<file path="config.mk">
export PLATFORM = sky130hd
export DESIGN_NAME = reg_file_mp
export DESIGN_NICKNAME = d
export VERILOG_FILES = /design/src/rtl/reg_file_mp.sv
export SDC_FILE = /design/constraint.sdc
export NUM_CORES = 2
export LEC_CHECK = 0
export CAP_MARGIN = 10
export CORE_MARGIN = 2
export CORE_UTILIZATION = 45
export CTS_BUF_LIST = sky130_fd_sc_hd__clkbuf_8
export DETAILED_ROUTE_END_ITERATION = 10
export RECOVER_POWER = 25
export SLEW_MARGIN = 20
export SYNTH_ARGS = -nofsm -noshare
export SYNTH_HDL_FRONTEND = slang
export SYNTH_SLANG_ARGS = --single-unit
</file>
<file path="constraint.sdc">
create_clock -name clk -period 7.05 [get_ports clk]
set_input_delay 1.7625 -clock clk [delete_from_list [all_inputs] [get_ports clk]]
set_output_delay 1.7625 -clock clk [all_outputs]
set_load 0.005 [all_outputs]
</file>
<file path="src/rtl/reg_file_mp.sv">
// rtl/reg_file_mp.sv - multi-port register file with write bypass and pending-write scoreboard
// Two combinational read ports, two write ports (port 1 wins), busy bits tracking issued producers.
module reg_file_mp #(
  parameter int DATA_W   = 32,
  parameter int ADDR_W   = 5,
  parameter int NUM_REGS = 32,
  parameter int ZERO_REG = 1,
  parameter int BYPASS   = 1
) (
  input  logic              clk,
  input  logic              rst,
  input  logic [ADDR_W-1:0] rd_addr_a,
  input  logic [ADDR_W-1:0] rd_addr_b,
  output logic [DATA_W-1:0] rd_data_a,
  output logic [DATA_W-1:0] rd_data_b,
  output logic              rd_busy_a,
  output logic              rd_busy_b,
  input  logic              wr0_en,
  input  logic [ADDR_W-1:0] wr0_addr,
  input  logic [DATA_W-1:0] wr0_data,
  input  logic              wr1_en,
  input  logic [ADDR_W-1:0] wr1_addr,
  input  logic [DATA_W-1:0] wr1_data,
  input  logic              iss_en,
  input  logic [ADDR_W-1:0] iss_addr,
  output logic [ADDR_W:0]   busy_cnt
);

  localparam logic [ADDR_W:0] NUM_L = NUM_REGS[ADDR_W:0];

  logic [DATA_W-1:0]   r_regs [NUM_REGS];
  logic [NUM_REGS-1:0] r_busy;
  logic [ADDR_W:0]     r_busy_cnt;

  logic                w_wr0_ok;
  logic                w_wr1_ok;
  logic                w_iss_ok;
  logic                w_wr0_store;
  logic [NUM_REGS-1:0] w_busy_nxt;
  logic                w_inc;
  logic                w_dec0;
  logic                w_dec1;
  logic [ADDR_W:0]     w_cnt_nxt;
  logic [DATA_W:0]     w_rd_a;
  logic [DATA_W:0]     w_rd_b;

  // An address is legal when implemented and not the hardwired zero register.
  function automatic logic f_legal(input logic [ADDR_W-1:0] a);
    return ({1'b0, a} < NUM_L) && !((ZERO_REG != 0) && (a == '0));
  endfunction

  // Returns {busy, data} for one read port, including same-cycle forwarding.
  function automatic logic [DATA_W:0] f_read(input logic [ADDR_W-1:0] a);
    logic [DATA_W-1:0] d;
    logic              b;
    d = '0;
    b = 1'b0;
    if (f_legal(a)) begin
      d = r_regs[a];
      b = r_busy[a];
      if (BYPASS != 0) begin
        if (w_wr1_ok && (wr1_addr == a)) begin
          d = wr1_data;
          b = w_iss_ok && (iss_addr == a);
        end else if (w_wr0_ok && (wr0_addr == a)) begin
          d = wr0_data;
          b = w_iss_ok && (iss_addr == a);
        end
      end
    end
    return {b, d};
  endfunction

  assign w_wr0_ok    = wr0_en && f_legal(wr0_addr);
  assign w_wr1_ok    = wr1_en && f_legal(wr1_addr);
  assign w_iss_ok    = iss_en && f_legal(iss_addr);
  assign w_wr0_store = w_wr0_ok && !(w_wr1_ok && (wr1_addr == wr0_addr));

  always_comb begin
    w_busy_nxt = r_busy;
    if (w_wr0_ok) w_busy_nxt[wr0_addr] = 1'b0;
    if (w_wr1_ok) w_busy_nxt[wr1_addr] = 1'b0;
    if (w_iss_ok) w_busy_nxt[iss_addr] = 1'b1;
  end

  // Each distinct busy register cleared counts once; an issue to the same address cancels its clear.
  assign w_inc  = w_iss_ok && !r_busy[iss_addr];
  assign w_dec0 = w_wr0_ok && r_busy[wr0_addr]
                  && !(w_iss_ok && (iss_addr == wr0_addr))
                  && !(w_wr1_ok && (wr1_addr == wr0_addr));
  assign w_dec1 = w_wr1_ok && r_busy[wr1_addr]
                  && !(w_iss_ok && (iss_addr == wr1_addr));
  assign w_cnt_nxt = r_busy_cnt + {{ADDR_W{1'b0}}, w_inc}
                     - {{ADDR_W{1'b0}}, w_dec0} - {{ADDR_W{1'b0}}, w_dec1};

  always_ff @(posedge clk) begin
    if (rst) begin
      for (int i = 0; i < NUM_REGS; i++) r_regs[i] <= '0;
      r_busy     <= '0;
      r_busy_cnt <= '0;
    end else begin
      if (w_wr0_store) r_regs[wr0_addr] <= wr0_data;
      if (w_wr1_ok)    r_regs[wr1_addr] <= wr1_data;
      r_busy     <= w_busy_nxt;
      r_busy_cnt <= w_cnt_nxt;
    end
  end

  assign w_rd_a    = f_read(rd_addr_a);
  assign w_rd_b    = f_read(rd_addr_b);
  assign rd_data_a = w_rd_a[DATA_W-1:0];
  assign rd_busy_a = w_rd_a[DATA_W];
  assign rd_data_b = w_rd_b[DATA_W-1:0];
  assign rd_busy_b = w_rd_b[DATA_W];
  assign busy_cnt  = r_busy_cnt;

endmodule

</file>
# Word level (Yosys, flattened, before mapping)
# Memory sizes are Yosys's and may differ from the RTL's.
# Index checks and enable logic that the tools add are counted.
# totals
ramBits,1024
wordCells,109
output_inout_bits,72
reg_bits,38
in_bits,94
n_memories,1
# classes
n_mux,45
add_sub_neg,3
eq_ne,9
n_lt_le_gt_ge,8
n_reduce_logical,36
bitwise_logic,5
# memory_table
name,depth,word_bits,rd,rd_clocked_by_memory_dff,write_ports,line,source
r_regs,32,32,2,0,32,31,logic [DATA_W-1:0] r_regs [NUM_REGS];
# ops
cell,count
32-bit 2-to-1 mux,11
32-bit bitwise AND,2
32-bit inverter,2
32-bit OR reduction,2
5-bit == test,9
32-bit bitwise OR,1
5-bit by 6-bit less-than comparator with 1-bit output (second input constant),5
1-bit binary-select mux with 5-bit select,5
5-bit logical NOT,5
1-bit 2-to-1 mux,24
1-bit logical AND,22
1-bit demux with 5-bit select,3
5-bit by 1-bit greater-or-equal comparator with 1-bit output (second input constant),3
6-bit by 1-bit subtractor with 6-bit output,2
5-bit 2-to-1 mux,2
1-bit logical NOT,7
6-bit by 1-bit adder with 6-bit output,1

# Depth between registers and ports, before layout
# depth
ltp_word,11
mapped_depth,19
ltp_nobuf,16

# Least setup slack after synthesis
# OpenSTA, ideal clock, no wires.
# synth_timing
kind,input port to output port
startpoint,in rd_addr_b[0]
endpoint,out rd_data_b[5]
t_arrival_ns,3.966
required_ns,5.287
path_buffers,4
stages,9
setup_slack_ns,1.322
cell_sequence,clkbuf_1 > buf_2 > clkbuf_1 > buf_1 > mux2i_1 > o22ai_1 > or4_1 > o211ai_1 > a21oi_1
# synth_between
elab_chain_cells,5
word_cells_on_any_way,9
cone_classes,eq/ne: 2; mux: 3; reduce/logical: 3; memory: 1
# synth_lines
element,line,source
from (decl),13,"input logic [ADDR_W-1:0] rd_addr_b,"
branches (longest 4 deep; another with memory 32 x 32 bit),--,
32-bit 2-to-1 mux (*),58,if (f_legal(a)) begin
to (decl),15,"output logic [DATA_W-1:0] rd_data_b,"
# Every way passes the cells marked *.

# Final worst setup path
# layout_timing
startpoint,in wr1_addr[0]
endpoint,out rd_data_b[29]
# layout_between
elab_chain_cells,6
word_cells_on_any_way,7
cone_classes,eq/ne: 1; mux: 2; reduce/logical: 4
# layout_lines
element,line,source
from (decl),22,"input logic [ADDR_W-1:0] wr1_addr,"
5-bit logical NOT,49,"return ({1'b0, a} < NUM_L) && !((ZERO_REG != 0) && (a == '0));"
1-bit logical NOT,49,
1-bit logical AND,75,assign w_wr1_ok = wr1_en && f_legal(wr1_addr);
1-bit logical AND (*),62,if (w_wr1_ok && (wr1_addr == a)) begin
32-bit 2-to-1 mux (*),62,
32-bit 2-to-1 mux (*),58,
# Every way passes the cells marked *; elsewhere a longest branch is shown, timed or not.

==> out/results.ini <==
[critical_path]
cpMostUsedCell = clkdlybuf4s50_1
cp.arrival_ps = 5260
required_ps = 5290
r2r-end = busy_cnt[5]$_SDFF_PP0_
critPathSlowestCell = nor4_2
reg2reg_slack_ps = 3300
ff2ff_path_depth = 14
max_stage_delay_ps = 810
path_cells = clkdlybuf4s50_1, or4_1, o21a_2, and4_4, nor4_2, buf_4, a222oi_1, nand2_1, clkdlybuf4s50_1
end_kind = primary output
rr_startpoint = r_busy[16]$_SDFF_PP0_
crit_type = in2out
worst-path-max-fanout = 6
cp-start-kind = input port

[placed_design]
dpl_cell_area_um2 = 67900
port_buffers = 165
hpwl_um = 169000
placed_cells = 6264
dp_slack_ps = 215
routabilityCongestion = 0.961

[global_route]
grt.overflow.total = 0
grtUsageTotal = 0.394
grt_pass1_vias = 49229
grt_max_degree = 71
antenna_found_initial = 8
grt_pass1_wl_um = 395000

[pwr]
cellLeakagePower_nw = 24.6
ir_worst_vdd_uv = 152
finalPower_mw = 15.5
powerDensity_nw_per_um2 = 218

[floorplan]
core_um2 = 140000
ios = 166
placementRows = 137
die_w_um = 380
start_util = 0.454
design.die.area_um2 = 144000
die_h_um = 380

[timing]
fin_setup_tns_ps = 0
skew_ps = 3.47
maxSlewHeadroom = -1.76
worst_pin_slew_ps = 4130
fin_crit_ps = 7020
fin_ws_ps = 31.9
rsz0062_at_grt = no
fmax_ghz = 0.142
hold_viol_final = 0
final_max_slew_viol_count = 427
finalCritPeriodShare = 0.995
finalSetupViolations = 0

[cts]
cts_tree = built
clk_pin_slew_ps = 60
postCtsSetupBuffers = 0
cts.root.buffer_cell = clkbuf_8
cts_resized = 0
cts_htree_levels = 4
clk_latency_ps = 960
cts_made_buffers = 188
cts_buffer_depth = 3
cts_hold_buf = 0
clock_sinks = 1062

[detailed_routing]
via_count = 51406
via_per_inst = 7.78
post_drt_wl_per_cell_um = 44.1
drt_iter0_drc = 9593
remaining_drc_errors = 0
dr.pass1.iters = 6
routed_wl_um = 292000
ant_nets = 0

[logic_synthesis]
synth_area_leaders = edfxtp_1 (48%), mux4_2 (17%), a22o_1 (14%)
netlist_instances = 4572
netlist.area_leader.share = 0.484
synth_edf_count = 1024
ys_types = 68
yosys.area.top_type = edfxtp_1
synth-seq-cells = 1062
synth.yosys.seq_area_share = 0.496
yosysWarnings = 0
synth_ff_type = edfxtp_1
async_flop_share = 0
synth_area_per_cell_um2 = 13.9
syn-cell-area_um2 = 63500

[layout]
fillers = 11976
drive_gt1_frac = 0.249
nets = 4682
final_area_um2 = 71200
layout_commonest_cell = edfxtp_1
area_delta_synth_final_pct = 12.0
mostFrequentLayoutCells = edfxtp_1 (1,024), a22o_1 (992), mux4_2 (475), mux2i_1 (303), buf_4 (276)
final_cells = 6608

[worst_hold_path]
hp-start = r_busy[0]$_SDFF_PP0_
min_path_type = reg2reg
hold_depth = 1
hold_end = r_busy[0]$_SDFF_PP0_

[status]
violations = max-capacitance violations, max-slew violations
status = finished with violations

[job]
cap_violations = 12

routing by layer:
layer | up-vias | global-route usage | wire length, um | part of all wire
met4 | 8 | 0.260 | 23200 | 0.079
met5 | - | 0.00860 | 226 | 0.00077
li1 | 18995 | - | - | -
met3 | 1288 | 0.147 | 44800 | 0.15
met2 | 5146 | 0.570 | 124000 | 0.43
met1 | 25969 | 0.492 | 99300 | 0.34
how the worst max path moves through the flow:
| stage | slack, ps | from | endpoint | cells after the start |
|---|---|---|---|---|
| floorplan | 1320 | rd_addr_b[0] | rd_data_b[5] | 9 |
| global placement | 170 | rd_addr_a[0] | rd_data_a[17] | 8 |
| detailed placement | 210 | wr1_addr[0] | rd_data_b[29] | 9 |
| CTS | 210 | wr1_addr[0] | rd_data_b[29] | 9 |
| global route | 30 | wr1_addr[0] | rd_data_b[29] | 9 |
| finish | 30 | wr1_addr[0] | rd_data_b[29] | 9 |
cell usage after synthesis, drive strengths merged (52+ instances only):
library cell,n
edfxtp,1024
buf,288
mux2i,303
nor2,108
a22oi,68
clkbuf,424
a21oi,103
mux4,475
o22ai,52
a22o,992
nand2,148
report_power, final:
group          internal (mW)  switching [mW]
Sequential              7.31           0.208
Combinational           1.04            1.55
Clock                   2.62            2.81
per-stage QoR:
step                      hold slack, ps   util
final                                529  0.509
after global routing                 556  0.509
after CTS                            533  0.509
after detailed placement             526  0.486
after global placement               522  0.485
after floorplan                      485      -
layout make-up:
class	count	area [um^2]	area share
Antenna cell	9	22.5	0.000316
Clock buffer	194	2670	0.0375
Clock inverter	139	673	0.00946
Inverter	33	124	0.00174
Multi-Input combinational cell	2796	29200	0.411
Sequential cell	1062	31500	0.443
Tap cell	1876	2350	0.0330
Timing Repair Buffer	499	4610	0.0648
cells by family after synthesis:
family / synth area share
mux: 0.218
xor+xnor: 0.00675
other cells: 0.0000590
fa+ha+maj: 0.00181
buf+inv: 0.0510
flops: 0.496
simple gates: 0.0398
compound gates: 0.186
worst max-delay path: cells and delay by family:
family                 cells  cell delay, ps
buffers and inverters      3            1340
AND/OR/NAND/NOR            4            1730
AO/OA/AOI/OAI              2             410
flip-flops by register name, summed over array words and instances, names as in the netlist:
register / cells
r_busy: 32
busy_cnt: 6
r_regs: 1024
(Power assumes the default switching activity.)
